`src/rtl/vga_fill_master.sv`:
```
// vga_fill_master: Avalon-MM master that fills a word range with a constant or incrementing pattern.
// Define VGA_FILL_VERIFY_EN to add a read-back pass flagging the first mismatching address on ERR/ERR_ADDR.
module vga_fill_master #(
    parameter int ADDR_W = 12,
    parameter int DATA_W = 32
) (
    input  logic              CLK,
    input  logic              RESET,
    input  logic              START,
    input  logic [ADDR_W-1:0] BASE_ADDR,
    input  logic [ADDR_W-1:0] LENGTH,
    input  logic [DATA_W-1:0] FILL_DATA,
    input  logic              INCR,
    output logic              BUSY,
    output logic              DONE,
    output logic              AVM_CS,
    output logic              AVM_WRITE,
    output logic              AVM_READ,
    output logic [ADDR_W-1:0] AVM_ADDR,
    output logic [3:0]        AVM_BYTE_EN,
    output logic [DATA_W-1:0] AVM_WRITEDATA,
    input  logic              AVM_WAITREQUEST,
    input  logic [DATA_W-1:0] AVM_READDATA,
    input  logic              AVM_READDATAVALID,
    output logic              ERR,
    output logic [ADDR_W-1:0] ERR_ADDR
);
`ifdef VGA_FILL_VERIFY_EN
    typedef enum logic [2:0] {IDLE, WR, RD, RWAIT, FIN} state_t;
`else
    typedef enum logic [1:0] {IDLE, WR, FIN} state_t;
`endif
    state_t r_state;
    logic [ADDR_W-1:0] r_addr, r_cnt;
    logic [DATA_W-1:0] r_pat;
    logic r_incr, r_write, r_busy, r_done;
    logic w_wr_acc, w_last;
    assign w_wr_acc = r_write && !AVM_WAITREQUEST;
    assign w_last = r_cnt == ADDR_W'(1);
    assign BUSY = r_busy;
    assign DONE = r_done;
    assign AVM_WRITE = r_write;
    assign AVM_ADDR = r_addr;
    assign AVM_WRITEDATA = r_pat;
    assign AVM_BYTE_EN = 4'hF;
`ifdef VGA_FILL_VERIFY_EN
    logic r_read, r_err;
    logic [ADDR_W-1:0] r_err_addr, r_base, r_len;
    logic [DATA_W-1:0] r_fill;
    assign AVM_CS = r_write | r_read;
    assign AVM_READ = r_read;
    assign ERR = r_err;
    assign ERR_ADDR = r_err_addr;
`else
    logic w_unused_rd;
    assign w_unused_rd = ^{AVM_READDATA, AVM_READDATAVALID};
    assign AVM_CS = r_write;
    assign AVM_READ = 1'b0;
    assign ERR = 1'b0;
    assign ERR_ADDR = '0;
`endif
    always_ff @(posedge CLK or negedge RESET) begin
        if (!RESET) begin
            r_state <= IDLE;
            r_addr <= '0;
            r_cnt <= '0;
            r_pat <= '0;
            r_incr <= 1'b0;
            r_write <= 1'b0;
            r_busy <= 1'b0;
            r_done <= 1'b0;
`ifdef VGA_FILL_VERIFY_EN
            r_read <= 1'b0;
            r_err <= 1'b0;
            r_err_addr <= '0;
            r_base <= '0;
            r_len <= '0;
            r_fill <= '0;
`endif
        end else begin
            case (r_state)
                IDLE: if (START) begin
                    r_addr <= BASE_ADDR;
                    r_cnt <= LENGTH;
                    r_pat <= FILL_DATA;
                    r_incr <= INCR;
                    r_busy <= 1'b1;
                    r_write <= LENGTH != '0;
                    r_state <= (LENGTH == '0) ? FIN : WR;
`ifdef VGA_FILL_VERIFY_EN
                    r_base <= BASE_ADDR;
                    r_len <= LENGTH;
                    r_fill <= FILL_DATA;
                    r_err <= 1'b0;
                    r_err_addr <= '0;
`endif
                end
                WR: if (w_wr_acc) begin
                    r_addr <= r_addr + 1'b1;
                    r_pat <= r_pat + DATA_W'(r_incr);
                    r_cnt <= r_cnt - 1'b1;
                    if (w_last) begin
                        r_write <= 1'b0;
`ifdef VGA_FILL_VERIFY_EN
                        // Rewind to regenerate the same pattern for the read-back pass
                        r_addr <= r_base;
                        r_pat <= r_fill;
                        r_cnt <= r_len;
                        r_read <= 1'b1;
                        r_state <= RD;
`else
                        r_done <= 1'b1;
                        r_state <= FIN;
`endif
                    end
                end
`ifdef VGA_FILL_VERIFY_EN
                RD: if (!AVM_WAITREQUEST) begin
                    r_read <= 1'b0;
                    r_state <= RWAIT;
                end
                RWAIT: if (AVM_READDATAVALID) begin
                    if (AVM_READDATA != r_pat && !r_err) begin
                        r_err <= 1'b1;
                        r_err_addr <= r_addr;
                    end
                    r_addr <= r_addr + 1'b1;
                    r_pat <= r_pat + DATA_W'(r_incr);
                    r_cnt <= r_cnt - 1'b1;
                    r_done <= w_last;
                    r_read <= !w_last;
                    r_state <= w_last ? FIN : RD;
                end
`endif
                // Zero-length commands arrive without DONE set and spend one extra cycle here
                FIN: if (r_done) begin
                    r_done <= 1'b0;
                    r_busy <= 1'b0;
                    r_state <= IDLE;
                end else begin
                    r_done <= 1'b1;
                end
                default: r_state <= IDLE;
            endcase
        end
    end
endmodule

```
`config.mk`:
```
export PLATFORM = sky130hd
export DESIGN_NAME = vga_fill_master
export DESIGN_NICKNAME = d
export VERILOG_FILES = /design/src/rtl/vga_fill_master.sv
export SDC_FILE = /design/constraint.sdc
export NUM_CORES = 1
export LEC_CHECK = 0
export CAP_MARGIN = 10
export CORE_AREA = 2 2 100 102
export DETAILED_ROUTE_END_ITERATION = 16
export DIE_AREA = 0 0 102 104
export MAX_ROUTING_LAYER = met4
export PLACE_DENSITY = 0.78
export SETUP_SLACK_MARGIN = 0.1
export SYNTH_ARGS = -nofsm -noshare
export SYNTH_HDL_FRONTEND = slang
export SYNTH_SLANG_ARGS = --single-unit
```
`constraint.sdc`:
```
create_clock -name CLK -period 2.4 [get_ports CLK]
set_clock_uncertainty 0.2 [all_clocks]
set_input_delay 0.48 -clock CLK [delete_from_list [all_inputs] [get_ports CLK]]
set_output_delay 0.48 -clock CLK [all_outputs]
set_load 0.05 [all_outputs]
```
== Word-level counts from Yosys, hierarchy flattened ==
Cells that the tools add are included.
Word-level totals
  flip-flop bits (word level): 62
  output and inout port bits: 66
  word-level logic and storage cells: 58
Cells by class
  add/subtract/negate cells: 3
  eq/ne operators: 7
  muxes and demuxes: 26
  reduce and logical (&&, ||, !) cells: 14
Operator list (count)
  32-bit 2-to-1 mux: 2
  32-bit one-hot mux with 2 select lines: 1
  12-bit 2-to-1 mux: 4
  12-bit one-hot mux with 2 select lines: 2
  32-bit by 1-bit adder with 32-bit output: 1
  12-bit by 1-bit adder with 12-bit output, second input constant: 1
  12-bit by 1-bit == test with 1-bit output, second input constant: 1
  12-bit logical NOT: 1
  12-bit nonzero test: 1
  12-bit by 1-bit subtractor with 12-bit output, second input constant: 1
  2-bit 2-to-1 mux: 5
  3-bit AND reduction: 3
  1-bit 2-to-1 mux: 8
  2-bit inequality test, second input constant: 4
  4-bit AND reduction: 2
  1-bit one-hot mux with 2 select lines: 3
  2-bit one-hot mux with 3 select lines: 1
  2-bit nonzero test: 3
  2-bit by 1-bit == test with 1-bit output, second input constant: 1
  2-bit == test, second input constant: 1
  2-bit logical NOT: 1
  2-bit AND reduction: 1
  1-bit logical AND: 1
  1-bit logical NOT: 1

== Logic depth before layout (Yosys ltp) ==
  word-level depth: 4
  gate-level depth with buffers: 8
  mapped depth without buffers: 7

== Worst setup path before layout ==
Ideal clock, no wire load.
  kind: reg2reg
  start point: register r_pat[0], in the netlist AVM_WRITEDATA[0]
  end point: register r_pat[22], in the netlist AVM_WRITEDATA[22]
  data arrival time: 2.177 ns
  data required time: 2.079 ns
  slack: -0.099 ns
  stages on the path, launching flop included: 8
  path buffers: 0
  path through: dfrtp_1 -> ha_1 -> ha_1 -> nand3_1 -> nor4_4 -> nand3_1 -> o22a_1 -> o22a_1
On the way
  longest elaborated chain between the ends: 3
Ends and longest elaborated chain
  from (decl): RTL line 35  | logic [DATA_W-1:0] r_pat;
  from (signal assigned): RTL line 100  | r_pat <= r_pat + DATA_W'(r_incr);
  32-bit by 1-bit adder with 32-bit output: RTL line 100
  32-bit 2-to-1 mux: RTL line 98  | WR: if (w_wr_acc) begin
  32-bit one-hot mux with 2 select lines: RTL line 81  | case (r_state)
Every way passes these cells. The select of a mux whose other input is x is not followed.
A chain may end at the register's enable or synchronous reset.

== Worst setup path after layout ==
  start point: register r_addr[1], in the netlist AVM_ADDR[1]
  end point: output port AVM_ADDR[1]
RTL lines
  from (decl): RTL line 34  | logic [ADDR_W-1:0] r_addr, r_cnt;
  from (signal assigned): RTL line 99  | r_addr <= r_addr + 1'b1;
  to (decl): RTL line 19  | output logic [ADDR_W-1:0] AVM_ADDR,
No word-level cell between the ends.

==> results.md <==
- Outcome: finished clean
- Inserted Clock Buffers: 9
- Syn avg cell area: approximately 8.2 um2
- FP Rows: 36
- GPL Wtd Cong: slightly above 0.8
- Num Clock Sinks: 62
- Clock root buffer: clkbuf_8
- DIE HEIGHT: approximately 100 um
- Max Root-Sink Buffers: 2
- Violation count after the first detailed-routing iteration: between 200 and 250
- Die span in x: slightly above 100 um
- Routed WL: 12,000 um
- Setup CP Type: flop to primary output
- RSZ-0062 raised after global routing: false
- Num ports: 160
- Ys flop type: dfrtp_1
- Worst Tran Pin Value: 0.534 ns
- Total GRT Usage: 0.233
- Buf/Inv on CP: 1
- Arrival time at the worst endpoint: around 1.6 ns
- Power, Total: 6.92 mW
- Die area: between 10,000 and 15,000 um2
- Hold Path Stages: 1
- Vias in the first global route: ~4,100
- Startpoint types: flop
- Layout cells sized above 1: 0.111
- Antenna violations before repair: 0
- Final setup vio count: 0
- DP HPWL: ~8400 um
- Post-route design area: about 5600 um2
- FMAX: ~440 MHz
- Asr flop ratio synth: 1.00
- Post-DR wirelength/cell: roughly 16 um
- Worst R2R Start: AVM_WRITEDATA[0]
- Post-DR vias/cell: between 5 and 6
- Area grow syn2layout: 36.7%
- DRC: 0
- Htree depth: 3
- CORE AREA: about 9500 um2
- Clk slew on worst S/H paths: around 0.07 ns
- Largest net degree at the start of global routing: 87
- Post-synthesis sequential area ratio: 0.380
- Crit. End Element: primary output
- Seq. cell area: around 1600 um2
- Final Hold Viols: 0
- Library cells used by synthesis: 57
- Mapped Area: around 4000 um2
- Min Clock Period, post-route: roughly 2.3 ns
- I/O Buffers: 108
- Diode count: 0
- Worst EP required: approximately 1.7 ns
- Post-synth EDFFs: 0
- DR pass1 iterations: 5
- CP Max Fanout: 5
- FILL cells: between 900 and 1,000
- Net Sw Frac: 0.516
- Crit share post-route: 0.940
- VDD IR max: 0.872 mV
- Hold Path End: r_cnt[7]
- DR vias: between 4,000 and 5,000
- Min-Delay Path Class: flop to flop
- Area of the multi-input gates: 2290 um2
- Critical path's slowest cell: clkdlybuf4s50_1
- Sequential Power Share: 0.310
- Placed Area: 5300 um2
- First-pass GRT wire length: a little under 20,000 um
- R2r endpoint: AVM_WRITEDATA[24]
- Leak Pwr: 2.34 nW
- Total negative slack: 0 ns
- Max-cap violations: 0
- Power Dens Cells: approximately 1200 nW/um2
- Max-slew violation count: 0
- Synth Warn #: 0
- Hold wc startpoint: r_cnt[7]
- Clock share of power: 0.143
- ANT nets after route: 0
- Net Switching: ~3.6 mW
- Util after Layout: 0.584
- Worst rel slew slack: 0.643
- Final nets: 705
- Combinational power share: 0.548
- CTS tree: done
- Crit-path max cell delay: 0.83 ns
- Post-Synthesis Cells: 500
- Reg2Reg Depth: 8
- R2R Setup Slk: around 0.21 ns
- Initial Utilization: 0.427
- CP cell instances: clkdlybuf4s50_1
- Pint: ~3.3 mW
- Worst skew pair latency: approximately 0.35 ns
- Seq cells post-synth: 62
- Grt ovf: 0
- Crit path max-delay family: buffers and inverters
## synthesized netlist by cell type (2+ instances only)
library cell | number | area share
a21oi_1 | 56 | 0.069
nand4_1 | 20 | 0.031
or4_1 | 3 | 0.0055
o21ai_0 | 43 | 0.053
a22oi_1 | 5 | 0.0092
a32oi_1 | 3 | 0.0064
nor2_1 | 50 | 0.046
clkbuf_8 | 2 | 0.0067
nand2_1 | 48 | 0.044
a41oi_1 | 3 | 0.0064
conb_1 | 2 | 0.0018
a221oi_1 | 2 | 0.0043
inv_1 | 9 | 0.0083
buf_2 | 9 | 0.011
o21a_1 | 2 | 0.0037
o22a_1 | 7 | 0.015
dfrtp_1 | 62 | 0.38
clkbuf_1 | 19 | 0.017
nor3b_1 | 6 | 0.011
nor4_4 | 3 | 0.016
and3_2 | 3 | 0.0055
nor3_1 | 7 | 0.0086
a31oi_1 | 6 | 0.0092
or3_1 | 4 | 0.0061
and2_1 | 2 | 0.0031
o211ai_1 | 5 | 0.0092
nand3_1 | 31 | 0.038
buf_4 | 19 | 0.035
o22ai_1 | 12 | 0.018
buf_1 | 2 | 0.0018
nor4_1 | 6 | 0.0092
and3_1 | 7 | 0.011
a2bb2oi_1 | 11 | 0.024
ha_1 | 5 | 0.015
and4_1 | 4 | 0.0086
## repair_timing
action / CTS / global route
setup buffers: 1 / 1
resized for setup: 22 / 20
pin swaps: 1 / 1
cloned: 0 / 0
endpoints found under the setup margin: 23 / 27
hold endpoints to repair: 16 / 0
hold buffers: 1 / 0
## worst max path at each step
stage,cells past startpoint,startpoint,to,slack [ns]
finish,1,AVM_ADDR[1],AVM_ADDR[1],0.14
global route,8,AVM_WRITEDATA[0],AVM_WRITEDATA[20],0.1
CTS,1,AVM_WRITEDATA[3],AVM_WRITEDATA[3],0.08
detailed placement,6,START,AVM_WRITEDATA[15],-0.09
global placement,7,START,AVM_WRITEDATA[25],-0.04
floorplan,5,AVM_WRITEDATA[4],AVM_WRITEDATA[27],0.10
## state kept, by name (all words and copies together), names as in the netlist
signal and count:
AVM_ADDR 12, AVM_CS 1, AVM_WRITEDATA 32, BUSY 1
DONE 1, r_cnt 12, r_incr 1, r_state 2
## placed cells by master (no fill, tap or decap), types with 3 or more instances in the layout
cell,Yosys,final
buf_12,0,4
and3_1,7,7
nor2_1,50,48
dfrtp_2,0,6
or4_1,3,3
nor4_1,6,5
o21ai_0,43,43
clkbuf_8,2,12
nand3_1,31,30
nor4_4,3,4
o211ai_1,5,5
nand2_1,48,48
a41oi_1,3,3
clkdlybuf4s50_1,0,68
inv_1,9,9
or3_1,4,4
buf_4,19,21
a2bb2oi_1,11,11
and3_2,3,3
nor3_1,7,7
o22a_1,7,7
a31oi_1,6,6
a21oi_1,56,56
dlygate4sd2_1,0,21
dlymetal6s2s_1,0,16
nor3b_1,6,5
dfrtp_1,62,56
o22ai_1,12,12
and4_1,4,4
conb_1,2,18
ha_1,5,3
a22oi_1,5,5
a32oi_1,3,3
nand4_1,20,20
## layer usage
metal / vias to the layer above / GRT usage / part of all wire
li1: 2037 / - / -
met1: 2066 / 0.299 / 0.43
met2: 180 / 0.373 / 0.49
met3: 18 / 0.0329 / 0.068
met4: 0 / 0.0867 / 0.017
met5: - / - / 0
## cell families (layout without fill, tap and decap cells)
kind of cell | Yosys count | after routing | synth area share
flip-flops | 62 | 62 | 0.380
buffers and inverters | 62 | 157 | 0.0843
adder cells (fa/ha/maj) | 5 | 5 | 0.0153
AO/OA/AOI/OAI | 163 | 163 | 0.245
AND/OR/NAND/NOR | 205 | 205 | 0.271
multiplexers | 1 | 1 | 0.00276
other | 2 | 18 | 0.00184
## through the flow
| stage | cells | worst slack, ns | hold slack (ns) |
|---|---|---|---|
| 2_1_floorplan | 516 | 0.103 | -0.0156 |
| 3_3_place_gp | 725 | -0.0377 | 0.238 |
| 3_5_place_dp | 725 | -0.0886 | 0.239 |
| 4_1_cts | 743 | 0.0830 | 0.318 |
| 5_1_grt | 744 | 0.0962 | 0.336 |
| 6_report | 744 | 0.143 | 0.324 |
## final cells by class
| class | count | share of cell area |
|---|---|---|
| multi-input combinational | 392 | 0.411 |
| sequential | 62 | 0.279 |
| timing repair buffer | 132 | 0.236 |
| clock buffer | 13 | 0.0303 |
| tap | 133 | 0.0298 |
| clock inverter | 3 | 0.00763 |
| inverter | 9 | 0.00606 |
## power groups by stage
stage | Combinational (mW) | Sequential, mW | Clock (mW)
6_report | 3.79 | 2.14 | 0.986
5_1_grt | 4.08 | 2.22 | 1.05
4_1_cts | 3.80 | 2.11 | 1.00
3_5_place_dp | 3.88 | 2.13 | 0
3_3_place_gp | 3.79 | 2.10 | 0
2_1_floorplan | 1.55 | 3.15 | 0
(Power assumes the default switching activity.)
